### config.mk
export PLATFORM = sky130hd
export DESIGN_NAME = pi_txn_frontend_flat
export DESIGN_NICKNAME = d
export VERILOG_FILES = /design/src/rtl/pistorm_pkg.sv /design/src/rtl/pi_txn_frontend_if.sv /design/src/rtl/pi_strobe_sync.sv /design/src/rtl/pi_txn_frontend.sv /design/src/flat_wrapper.sv
export SDC_FILE = /design/constraint.sdc
export NUM_CORES = 1
export LEC_CHECK = 0
export CAP_MARGIN = 0
export CORE_MARGIN = 5
export CORE_UTILIZATION = 30
export DETAILED_ROUTE_END_ITERATION = 16
export MAX_ROUTING_LAYER = met4
export PLACE_DENSITY = 0.61
export SLEW_MARGIN = 20
export SYNTH_ARGS = -nofsm -noshare
export SYNTH_HDL_FRONTEND = slang
export SYNTH_SLANG_ARGS = --single-unit
### constraint.sdc
create_clock -name PI_CLK -period 2.8 [get_ports PI_CLK]
set_clock_uncertainty 0.15 [all_clocks]
set_input_delay 0.28 -clock PI_CLK [delete_from_list [all_inputs] [get_ports PI_CLK]]
set_output_delay 0.28 -clock PI_CLK [all_outputs]
set_load 0.01 [all_outputs]
### src/rtl/pistorm_pkg.sv
// Shared constants, register map and transaction FSM encoding for the Pi-side
// transaction front end.
package pistorm_pkg;

    localparam logic [1:0] REG_DATA    = 2'd0;
    localparam logic [1:0] REG_ADDR_LO = 2'd1;
    localparam logic [1:0] REG_ADDR_HI = 2'd2;
    localparam logic [1:0] REG_STATUS  = 2'd3;

    localparam int STATUS_RESET   = 1;
    localparam int STATUS_OVERRUN = 4;

    typedef enum logic [1:0] {
        ST_IDLE = 2'd0,
        ST_REQ  = 2'd1,
        ST_RUN  = 2'd2
    } txn_state_t;

    // The overrun flag is reported at bit 12 of a status read.
    function automatic logic [15:0] status_read_word(input logic [2:0] ipl,
                                                     input logic       ovr,
                                                     input logic [7:0] cnt);
        return {ipl, ovr, 4'b0000, cnt};
    endfunction

endpackage

### src/rtl/pi_txn_frontend_if.sv
// Pi bus, latch strobes, 68k bus-engine handshake and IPL FIFO signals.
interface pi_txn_frontend_if;
    logic [1:0]  PI_A;
    logic        PI_RD;
    logic        PI_WR;
    logic [15:0] PI_D_IN;
    logic [15:0] PI_D_OUT;
    logic        PI_D_OE;
    logic        LTCH_A_LO;
    logic        LTCH_A_HI;
    logic        LTCH_D_WR;
    logic        LTCH_D_RD_OE_n;
    logic        OP_REQ;
    logic        OP_RW;
    logic        OP_UDS_n;
    logic        OP_LDS_n;
    logic        OP_ACK;
    logic        OP_DONE;
    logic [2:0]  IPL_DATA;
    logic [7:0]  IPL_COUNT;
    logic        IPL_POP;
    logic        TXN_IN_PROGRESS;
    logic        RESET_OUT;

    modport slave (
        input  PI_A, PI_RD, PI_WR, PI_D_IN, OP_ACK, OP_DONE, IPL_DATA, IPL_COUNT,
        output PI_D_OUT, PI_D_OE, LTCH_A_LO, LTCH_A_HI, LTCH_D_WR, LTCH_D_RD_OE_n,
               OP_REQ, OP_RW, OP_UDS_n, OP_LDS_n, IPL_POP, TXN_IN_PROGRESS, RESET_OUT
    );

    modport master (
        output PI_A, PI_RD, PI_WR, PI_D_IN, OP_ACK, OP_DONE, IPL_DATA, IPL_COUNT,
        input  PI_D_OUT, PI_D_OE, LTCH_A_LO, LTCH_A_HI, LTCH_D_WR, LTCH_D_RD_OE_n,
               OP_REQ, OP_RW, OP_UDS_n, OP_LDS_n, IPL_POP, TXN_IN_PROGRESS, RESET_OUT
    );
endinterface

### src/rtl/pi_strobe_sync.sv
// Synchronizes an asynchronous strobe and emits a one-cycle rising-edge pulse.
module pi_strobe_sync #(
    parameter int DEPTH = 2
) (
    input  logic clk,
    input  logic rst,
    input  logic din,
    output logic rise
);
    logic [DEPTH-1:0] sync_q;
    logic             prev_q;
    logic [2:0]       arm_q;

    // Edge detection stays masked until the chain and the edge flop have filled,
    // so a strobe already high when reset is released does not look like an edge.
    always_ff @(posedge clk) begin
        if (rst) begin
            sync_q <= '0;
            prev_q <= 1'b0;
            arm_q  <= 3'(DEPTH + 1);
        end else begin
            sync_q <= {sync_q[DEPTH-2:0], din};
            prev_q <= sync_q[DEPTH-1];
            if (arm_q != 3'd0)
                arm_q <= arm_q - 3'd1;
        end
    end

    assign rise = sync_q[DEPTH-1] && !prev_q && (arm_q == 3'd0);

endmodule

### src/rtl/pi_txn_frontend.sv
// Pi-side register front end: latch strobes, status register and the
// IDLE->REQ->RUN handshake towards the 68k bus engine.
module pi_txn_frontend
    import pistorm_pkg::*;
#(
    parameter int SYNC_STAGES = 2
) (
    input  logic              PI_CLK,
    input  logic              PI_RST,
    pi_txn_frontend_if.slave  bus
);
    txn_state_t  state_q, state_d;
    logic        rd_rise, wr_rise;
    logic        hi_wr, accept, drop;
    logic        a0_q, txn_q, overrun_q, pop_q;
    logic        rw_q, uds_n_q, lds_n_q;
    logic [15:0] status_q, d_out_q;

    pi_strobe_sync #(.DEPTH(SYNC_STAGES)) u_rd_sync (
        .clk(PI_CLK), .rst(PI_RST), .din(bus.PI_RD), .rise(rd_rise)
    );

    pi_strobe_sync #(.DEPTH(SYNC_STAGES)) u_wr_sync (
        .clk(PI_CLK), .rst(PI_RST), .din(bus.PI_WR), .rise(wr_rise)
    );

    assign bus.LTCH_A_LO      = (bus.PI_A == REG_ADDR_LO) && bus.PI_WR;
    assign bus.LTCH_A_HI      = (bus.PI_A == REG_ADDR_HI) && bus.PI_WR;
    assign bus.LTCH_D_WR      = (bus.PI_A == REG_DATA)    && bus.PI_WR;
    assign bus.LTCH_D_RD_OE_n = !((bus.PI_A == REG_DATA)  && bus.PI_RD);
    assign bus.PI_D_OE        = (bus.PI_A == REG_STATUS)  && bus.PI_RD;

    assign hi_wr = wr_rise && (bus.PI_A == REG_ADDR_HI);

    always_ff @(posedge PI_CLK) begin
        if (PI_RST)
            state_q <= ST_IDLE;
        else
            state_q <= state_d;
    end

    // An ADDR_HI write is only accepted from IDLE; anywhere else it is an overrun.
    always_comb begin
        state_d = state_q;
        accept  = 1'b0;
        drop    = 1'b0;
        case (state_q)
            ST_IDLE: begin
                if (hi_wr) begin
                    state_d = ST_REQ;
                    accept  = 1'b1;
                end
            end
            ST_REQ: begin
                drop = hi_wr;
                if (bus.OP_ACK)
                    state_d = ST_RUN;
            end
            ST_RUN: begin
                drop = hi_wr;
                if (bus.OP_DONE)
                    state_d = ST_IDLE;
            end
            default: state_d = ST_IDLE;
        endcase
    end

    always_ff @(posedge PI_CLK) begin
        if (PI_RST) begin
            a0_q      <= 1'b0;
            txn_q     <= 1'b0;
            overrun_q <= 1'b0;
            rw_q      <= 1'b1;
            uds_n_q   <= 1'b1;
            lds_n_q   <= 1'b1;
            status_q  <= 16'h0000;
            d_out_q   <= 16'h0000;
            pop_q     <= 1'b0;
        end else begin
            pop_q <= 1'b0;

            if (wr_rise && (bus.PI_A == REG_ADDR_LO)) begin
                a0_q  <= bus.PI_D_IN[0];
                txn_q <= 1'b1;
            end else if (bus.OP_DONE && (state_q != ST_REQ)) begin
                txn_q <= 1'b0;
            end

            if (accept) begin
                rw_q <= bus.PI_D_IN[9];
                if (bus.PI_D_IN[8]) begin
                    uds_n_q <= a0_q;
                    lds_n_q <= !a0_q;
                end else begin
                    uds_n_q <= 1'b0;
                    lds_n_q <= 1'b0;
                end
            end

            if (drop)
                overrun_q <= 1'b1;
            else if (wr_rise && (bus.PI_A == REG_STATUS) && bus.PI_D_IN[STATUS_OVERRUN])
                overrun_q <= 1'b0;

            if (wr_rise && (bus.PI_A == REG_STATUS)) begin
                status_q                 <= bus.PI_D_IN;
                status_q[STATUS_OVERRUN] <= 1'b0;
            end

            if (rd_rise && (bus.PI_A == REG_STATUS)) begin
                d_out_q <= status_read_word(bus.IPL_DATA, overrun_q, bus.IPL_COUNT);
                pop_q   <= 1'b1;
            end
        end
    end

    assign bus.OP_REQ          = (state_q == ST_REQ);
    assign bus.OP_RW           = rw_q;
    assign bus.OP_UDS_n        = uds_n_q;
    assign bus.OP_LDS_n        = lds_n_q;
    assign bus.TXN_IN_PROGRESS = txn_q;
    assign bus.PI_D_OUT        = d_out_q;
    assign bus.IPL_POP         = pop_q;
    assign bus.RESET_OUT       = !status_q[STATUS_RESET];

endmodule

### src/flat_wrapper.sv
// flat-port wrapper written by rule: the top's interface ports become plain ports
module pi_txn_frontend_flat import pistorm_pkg::*;
#(
    parameter int SYNC_STAGES = 2
)
  (PI_CLK, PI_RST, bus_PI_A, bus_PI_RD, bus_PI_WR, bus_PI_D_IN, bus_OP_ACK, bus_OP_DONE, bus_IPL_DATA, bus_IPL_COUNT, bus_PI_D_OUT, bus_PI_D_OE, bus_LTCH_A_LO, bus_LTCH_A_HI, bus_LTCH_D_WR, bus_LTCH_D_RD_OE_n, bus_OP_REQ, bus_OP_RW, bus_OP_UDS_n, bus_OP_LDS_n, bus_IPL_POP, bus_TXN_IN_PROGRESS, bus_RESET_OUT);
  pi_txn_frontend_if bus_i ();
  input  logic PI_CLK;
  input  logic PI_RST;
  input wire logic [$bits(bus_i.PI_A)-1:0] bus_PI_A;
  input wire logic [$bits(bus_i.PI_RD)-1:0] bus_PI_RD;
  input wire logic [$bits(bus_i.PI_WR)-1:0] bus_PI_WR;
  input wire logic [$bits(bus_i.PI_D_IN)-1:0] bus_PI_D_IN;
  input wire logic [$bits(bus_i.OP_ACK)-1:0] bus_OP_ACK;
  input wire logic [$bits(bus_i.OP_DONE)-1:0] bus_OP_DONE;
  input wire logic [$bits(bus_i.IPL_DATA)-1:0] bus_IPL_DATA;
  input wire logic [$bits(bus_i.IPL_COUNT)-1:0] bus_IPL_COUNT;
  output wire logic [$bits(bus_i.PI_D_OUT)-1:0] bus_PI_D_OUT;
  output wire logic [$bits(bus_i.PI_D_OE)-1:0] bus_PI_D_OE;
  output wire logic [$bits(bus_i.LTCH_A_LO)-1:0] bus_LTCH_A_LO;
  output wire logic [$bits(bus_i.LTCH_A_HI)-1:0] bus_LTCH_A_HI;
  output wire logic [$bits(bus_i.LTCH_D_WR)-1:0] bus_LTCH_D_WR;
  output wire logic [$bits(bus_i.LTCH_D_RD_OE_n)-1:0] bus_LTCH_D_RD_OE_n;
  output wire logic [$bits(bus_i.OP_REQ)-1:0] bus_OP_REQ;
  output wire logic [$bits(bus_i.OP_RW)-1:0] bus_OP_RW;
  output wire logic [$bits(bus_i.OP_UDS_n)-1:0] bus_OP_UDS_n;
  output wire logic [$bits(bus_i.OP_LDS_n)-1:0] bus_OP_LDS_n;
  output wire logic [$bits(bus_i.IPL_POP)-1:0] bus_IPL_POP;
  output wire logic [$bits(bus_i.TXN_IN_PROGRESS)-1:0] bus_TXN_IN_PROGRESS;
  output wire logic [$bits(bus_i.RESET_OUT)-1:0] bus_RESET_OUT;
  assign bus_i.PI_A = bus_PI_A;
  assign bus_i.PI_RD = bus_PI_RD;
  assign bus_i.PI_WR = bus_PI_WR;
  assign bus_i.PI_D_IN = bus_PI_D_IN;
  assign bus_i.OP_ACK = bus_OP_ACK;
  assign bus_i.OP_DONE = bus_OP_DONE;
  assign bus_i.IPL_DATA = bus_IPL_DATA;
  assign bus_i.IPL_COUNT = bus_IPL_COUNT;
  assign bus_PI_D_OUT = bus_i.PI_D_OUT;
  assign bus_PI_D_OE = bus_i.PI_D_OE;
  assign bus_LTCH_A_LO = bus_i.LTCH_A_LO;
  assign bus_LTCH_A_HI = bus_i.LTCH_A_HI;
  assign bus_LTCH_D_WR = bus_i.LTCH_D_WR;
  assign bus_LTCH_D_RD_OE_n = bus_i.LTCH_D_RD_OE_n;
  assign bus_OP_REQ = bus_i.OP_REQ;
  assign bus_OP_RW = bus_i.OP_RW;
  assign bus_OP_UDS_n = bus_i.OP_UDS_n;
  assign bus_OP_LDS_n = bus_i.OP_LDS_n;
  assign bus_IPL_POP = bus_i.IPL_POP;
  assign bus_TXN_IN_PROGRESS = bus_i.TXN_IN_PROGRESS;
  assign bus_RESET_OUT = bus_i.RESET_OUT;
  pi_txn_frontend #(.SYNC_STAGES(SYNC_STAGES)) u_core (.PI_CLK(PI_CLK), .PI_RST(PI_RST), .bus(bus_i));
endmodule
==> report_table.html <==
<table>
<tr><th>Metric</th><th>Value</th></tr>
<tr><th colspan="2">Synthesis</th></tr>
<tr><td>Top post-synthesis cells by count</td><td>sky130_fd_sc_hd__dfxtp_1, sky130_fd_sc_hd__nor2_1, sky130_fd_sc_hd__mux2i_1</td></tr>
<tr><td>Cell area after synthesis</td><td>1489 um^2</td></tr>
<tr><td>Share of the yosys chip area belonging to registers</td><td>0.4571</td></tr>
<tr><td>Most common cell in the synthesized netlist</td><td>sky130_fd_sc_hd__dfxtp_1</td></tr>
<tr><td>Yosys warning total</td><td>0</td></tr>
<tr><td>Unique cell type count in the Yosys netlist</td><td>31</td></tr>
<tr><td>Post-synth EDFFs</td><td>0</td></tr>
<tr><td>Cells after Synth</td><td>155</td></tr>
<tr><td>Async S/R FF share, synth</td><td>0</td></tr>
<tr><td>Dominant cell type by area after synthesis</td><td>sky130_fd_sc_hd__dfxtp_1</td></tr>
<tr><td>Biggest area contributors in the synthesized netlist</td><td>sky130_fd_sc_hd__dfxtp_1, sky130_fd_sc_hd__mux2i_1, sky130_fd_sc_hd__ha_1</td></tr>
<tr><td>Avg Inst Size Synth</td><td>9.606 um^2</td></tr>
<tr><td>Top cell type's share of synthesized area</td><td>0.4571</td></tr>
<tr><td>Post-synth top flop</td><td>sky130_fd_sc_hd__dfxtp_1</td></tr>
<tr><td>Seq cells post-synth</td><td>34</td></tr>
<tr><th colspan="2">Placement</th></tr>
<tr><td>Setup slack after placement</td><td>0.5410 ns</td></tr>
<tr><td>Routability congestion estimate</td><td>0.6982</td></tr>
<tr><td>Half-perimeter wire length of the detailed placement result</td><td>2330 um</td></tr>
<tr><td>Number of buffer cells added on primary ports</td><td>47</td></tr>
<tr><td>Post-DP Area</td><td>1998 um^2</td></tr>
<tr><th colspan="2">Worst setup path</th></tr>
<tr><td>Reg2reg end</td><td>u_core.bus.OP_UDS_n</td></tr>
<tr><td>Highest-delay cell along the critical path</td><td>sky130_fd_sc_hd__clkdlybuf4s50_1</td></tr>
<tr><td>CP delay by family, top</td><td>buffers and inverters</td></tr>
<tr><td>Critical path peak fanout</td><td>10</td></tr>
<tr><td>R2R Path Start</td><td>u_core.u_wr_sync.arm_q[0]</td></tr>
<tr><td>Worst Setup EP</td><td>bus_LTCH_A_HI</td></tr>
<tr><td>Internal reg-to-reg setup slack</td><td>0.99 ns</td></tr>
<tr><td>Startpoint type of the worst setup path</td><td>primary input</td></tr>
<tr><td>Critical path, cell by cell</td><td>clkdlybuf4s50_1, nand2b_4, nor2_1, clkdlybuf4s50_1</td></tr>
<tr><td>Origin of the worst setup path</td><td>bus_PI_A[0]</td></tr>
<tr><td>Stages on worst setup path</td><td>4</td></tr>
<tr><td>Data required time at the worst endpoint</td><td>2.37 ns</td></tr>
<tr><td>Reg2Reg Depth</td><td>5</td></tr>
<tr><td>CP Data Arrival Time</td><td>1.82 ns</td></tr>
<tr><td>Critical Path Sink Type</td><td>output port</td></tr>
<tr><td>Worst path bufs/invs</td><td>2</td></tr>
<tr><td>Critical Path Most Common Cell</td><td>sky130_fd_sc_hd__clkdlybuf4s50_1</td></tr>
<tr><td>Worst setup path category</td><td>in2out</td></tr>
<tr><td>Largest incremental delay on the critical path</td><td>0.62 ns</td></tr>
<tr><th colspan="2">Power and ir drop</th></tr>
<tr><td>Net switching power of the design</td><td>0.2485 mW</td></tr>
<tr><td>Switching share of total power</td><td>0.2314</td></tr>
<tr><td>Clock group share of total power</td><td>0.394</td></tr>
<tr><td>Worst ir drop on vdd</td><td>0.2536 mV</td></tr>
<tr><td>Cell Int Power</td><td>0.8252 mW</td></tr>
<tr><td>Comb power frac</td><td>0.126</td></tr>
<tr><td>Relative contribution of sequential cells to total power</td><td>0.480</td></tr>
<tr><td>Leakage</td><td>0.8205 nW</td></tr>
<tr><td>PD cells</td><td>509.3 nW/um^2</td></tr>
<tr><th colspan="2">Global route</th></tr>
<tr><td>Number of antenna violations at the first check in global routing</td><td>0</td></tr>
<tr><td>Total Routing Usage GR</td><td>0.1048</td></tr>
<tr><td>Vias in the first global route</td><td>1,155</td></tr>
<tr><td>Wire length of the first global-routing pass</td><td>5175 um</td></tr>
<tr><td>Largest net degree at the start of global routing</td><td>19</td></tr>
<tr><td>Aggregate global routing overflow</td><td>0</td></tr>
<tr><th colspan="2">Final layout</th></tr>
<tr><td>Layout overhead on the synthesized area</td><td>41.60%</td></tr>
<tr><td>Final standard cell utilization of the core</td><td>0.4405</td></tr>
<tr><td>Ratio of cells with drive above 1 in the final layout</td><td>0.06829</td></tr>
<tr><td>Antenna diodes</td><td>0</td></tr>
<tr><td>Area occupied by multi-input gates</td><td>695.7 um^2</td></tr>
<tr><td>Final instance area</td><td>2108 um^2</td></tr>
<tr><td>Number of fill cells</td><td>476</td></tr>
<tr><td>Area taken by flip-flops and latches</td><td>680.7 um^2</td></tr>
<tr><td>Net total in the final layout</td><td>247</td></tr>
<tr><th colspan="2">Die</th></tr>
<tr><td>Total I/O pin count</td><td>63</td></tr>
<tr><td>Horizontal die dimension</td><td>80.45 um</td></tr>
<tr><td>Initial standard-cell utilization of the core</td><td>0.3111</td></tr>
<tr><td>Height of the die</td><td>80.45 um</td></tr>
<tr><td>Placeable core region</td><td>4786 um^2</td></tr>
<tr><td>Total Die Area</td><td>6472 um^2</td></tr>
<tr><td>Row Count</td><td>25</td></tr>
<tr><th colspan="2">Routing</th></tr>
<tr><td>Post-DR wirelength/cell</td><td>11.53 um</td></tr>
<tr><td>Antenna viol nets, final</td><td>0</td></tr>
<tr><td>Number of detailed-routing iterations run before antenna repair</td><td>4</td></tr>
<tr><td>WL final</td><td>3136 um</td></tr>
<tr><td>Via count</td><td>1,164</td></tr>
<tr><td>Number of DRC markers after the initial detailed-route iteration</td><td>28</td></tr>
<tr><td>Number of vias per cell</td><td>4.279</td></tr>
<tr><td># DRC</td><td>0</td></tr>
<tr><th colspan="2">STA</th></tr>
<tr><td>RSZ-0062 raised after global routing</td><td>no</td></tr>
<tr><td>Number of hold violations in the final report</td><td>0</td></tr>
<tr><td>Fmax</td><td>445.2 MHz</td></tr>
<tr><td>Slew @ Worst Pin</td><td>0.6319 ns</td></tr>
<tr><td>Slew Limit Fails</td><td>0</td></tr>
<tr><td>Worst setup slack after layout</td><td>0.5539 ns</td></tr>
<tr><td>Number of endpoints failing setup at the final stage</td><td>0</td></tr>
<tr><td>Hold slack final</td><td>0.2940 ns</td></tr>
<tr><td>Period minus WS final</td><td>2.246 ns</td></tr>
<tr><td>Fraction of the cycle the final worst path needs</td><td>0.8022</td></tr>
<tr><td>Worst max-slew margin expressed relative to the limit</td><td>0.5774</td></tr>
<tr><td>Final sum of negative setup slack</td><td>0 ns</td></tr>
<tr><th colspan="2">Clocking</th></tr>
<tr><td>Number of buffers added by the clock tree synthesis step</td><td>5</td></tr>
<tr><td>Clock latency reported for the late side of the worst-skew pair</td><td>0.28 ns</td></tr>
<tr><td>CTS tree</td><td>built</td></tr>
<tr><td>CTS-repair resized insts</td><td>0</td></tr>
<tr><td>H-Tree Depth</td><td>2</td></tr>
<tr><td>Cell chosen for the clock root</td><td>sky130_fd_sc_hd__clkbuf_8</td></tr>
<tr><td>Deepest clock path buffer count</td><td>2</td></tr>
<tr><td>Setup Buffers After CTS</td><td>0</td></tr>
<tr><td>Clock sinks</td><td>34</td></tr>
<tr><td>Register clock-pin slew on the reported worst setup and hold paths</td><td>0.07 ns</td></tr>
<tr><td>Number of buffers inserted by hold repair at cts</td><td>0</td></tr>
<tr><th colspan="2">Run status</th></tr>
<tr><td>Status</td><td>finished clean</td></tr>
<tr><th colspan="2">Hold path</th></tr>
<tr><td>Worst min path class</td><td>reg2reg</td></tr>
<tr><th colspan="2">Run</th></tr>
<tr><td>Max Cap Violations</td><td>0</td></tr>
</table>
-- how the worst min path moves through the flow --
stage	start	to	slack [ns]	cells past startpoint
6_report	u_core.u_rd_sync.sync_q[0]	u_core.u_rd_sync.sync_q[1]	0.29	1
2_1_floorplan	bus_PI_RD	u_core.u_rd_sync.sync_q[0]	0.26	1
3_3_place_gp	u_core.u_wr_sync.sync_q[0]	u_core.u_wr_sync.sync_q[1]	0.27	1
3_5_place_dp	u_core.u_wr_sync.sync_q[0]	u_core.u_wr_sync.sync_q[1]	0.27	1
5_1_grt	u_core.u_wr_sync.sync_q[0]	u_core.u_wr_sync.sync_q[1]	0.32	1
4_1_cts	u_core.u_wr_sync.sync_q[0]	u_core.u_wr_sync.sync_q[1]	0.30	1
-- metal layers --
metal,vias to the layer above,routed length (um),track usage
met2,43,1310,0.1507
met5,-,0,-
met4,0,42,0.03547
met1,518,1432,0.1261
li1,598,-,-
met3,5,351,0.05381
-- final cells by class --
| type | instances | share of cell area |
|---|---|---|
| Multi-Input combinational cell | 101 | 0.3300 |
| Sequential cell | 34 | 0.3228 |
| Timing Repair Buffer | 50 | 0.2338 |
| Clock buffer | 8 | 0.05223 |
| Tap cell | 67 | 0.03976 |
| Inverter | 12 | 0.02137 |
-- power groups by stage --
stage	clock network, mW	registers [mW]	logic [mW]
global placement	0	0.526	0.134
CTS	0.438	0.516	0.139
global route	0.456	0.519	0.156
finish	0.423	0.515	0.136
floorplan	0	0.524	0.0886
detailed placement	0	0.527	0.138
-- stage by stage --
step	std cells	power, mW
CTS	272	1.093
floorplan	158	0.6130
global route	272	1.130
finish	272	1.074
global placement	264	0.6606
detailed placement	264	0.6642
-- registers in the layout, summed over array words and instances (netlist names), 2 cells and up --
signal,count
u_core.bus.PI_D_OUT,12
u_core.u_rd_sync.arm_q,3
u_core.u_wr_sync.arm_q,3
u_core.state_q,2
u_core.u_rd_sync.sync_q,2
u_core.u_wr_sync.sync_q,2
-- logic make-up after synthesis --
group                      Yosys count  synth area share
AOI/OAI and AO/OA                   16           0.06723
xor gates and xnor gates             2           0.01177
adders and majority gates            8           0.06723
buffers and inverters               23           0.08319
DFF                                 34            0.4571
muxes                               14           0.09411
other                                1          0.002519
and+or+nand+nor                     57            0.2168
-- placed cells by master (no fill, tap or decap), drive strengths merged --
master         Yosys  final
a211o              2      2
nand4bb            1      1
clkdlybuf4s50      0     47
nand4              2      2
mux2i             14     14
nand3              2      2
a222oi             1      1
and4bb             1      1
a22oi              1      1
o21ai              4      4
nor3b              2      2
buf                7      3
nand2              6      6
nand2b             7      7
nand4b             1      1
nor2b              5      5
conb               1      4
xnor2              2      2
nor2              24     24
nand3b             1      1
nor4               1      1
clkbuf             4      8
dfxtp             34     34
a21o               2      2
a21oi              6      6
nor3               3      3
inv               12     12
ha                 8      8
and3               1      1
No activity file was read; power rests on OpenSTA's default activity.
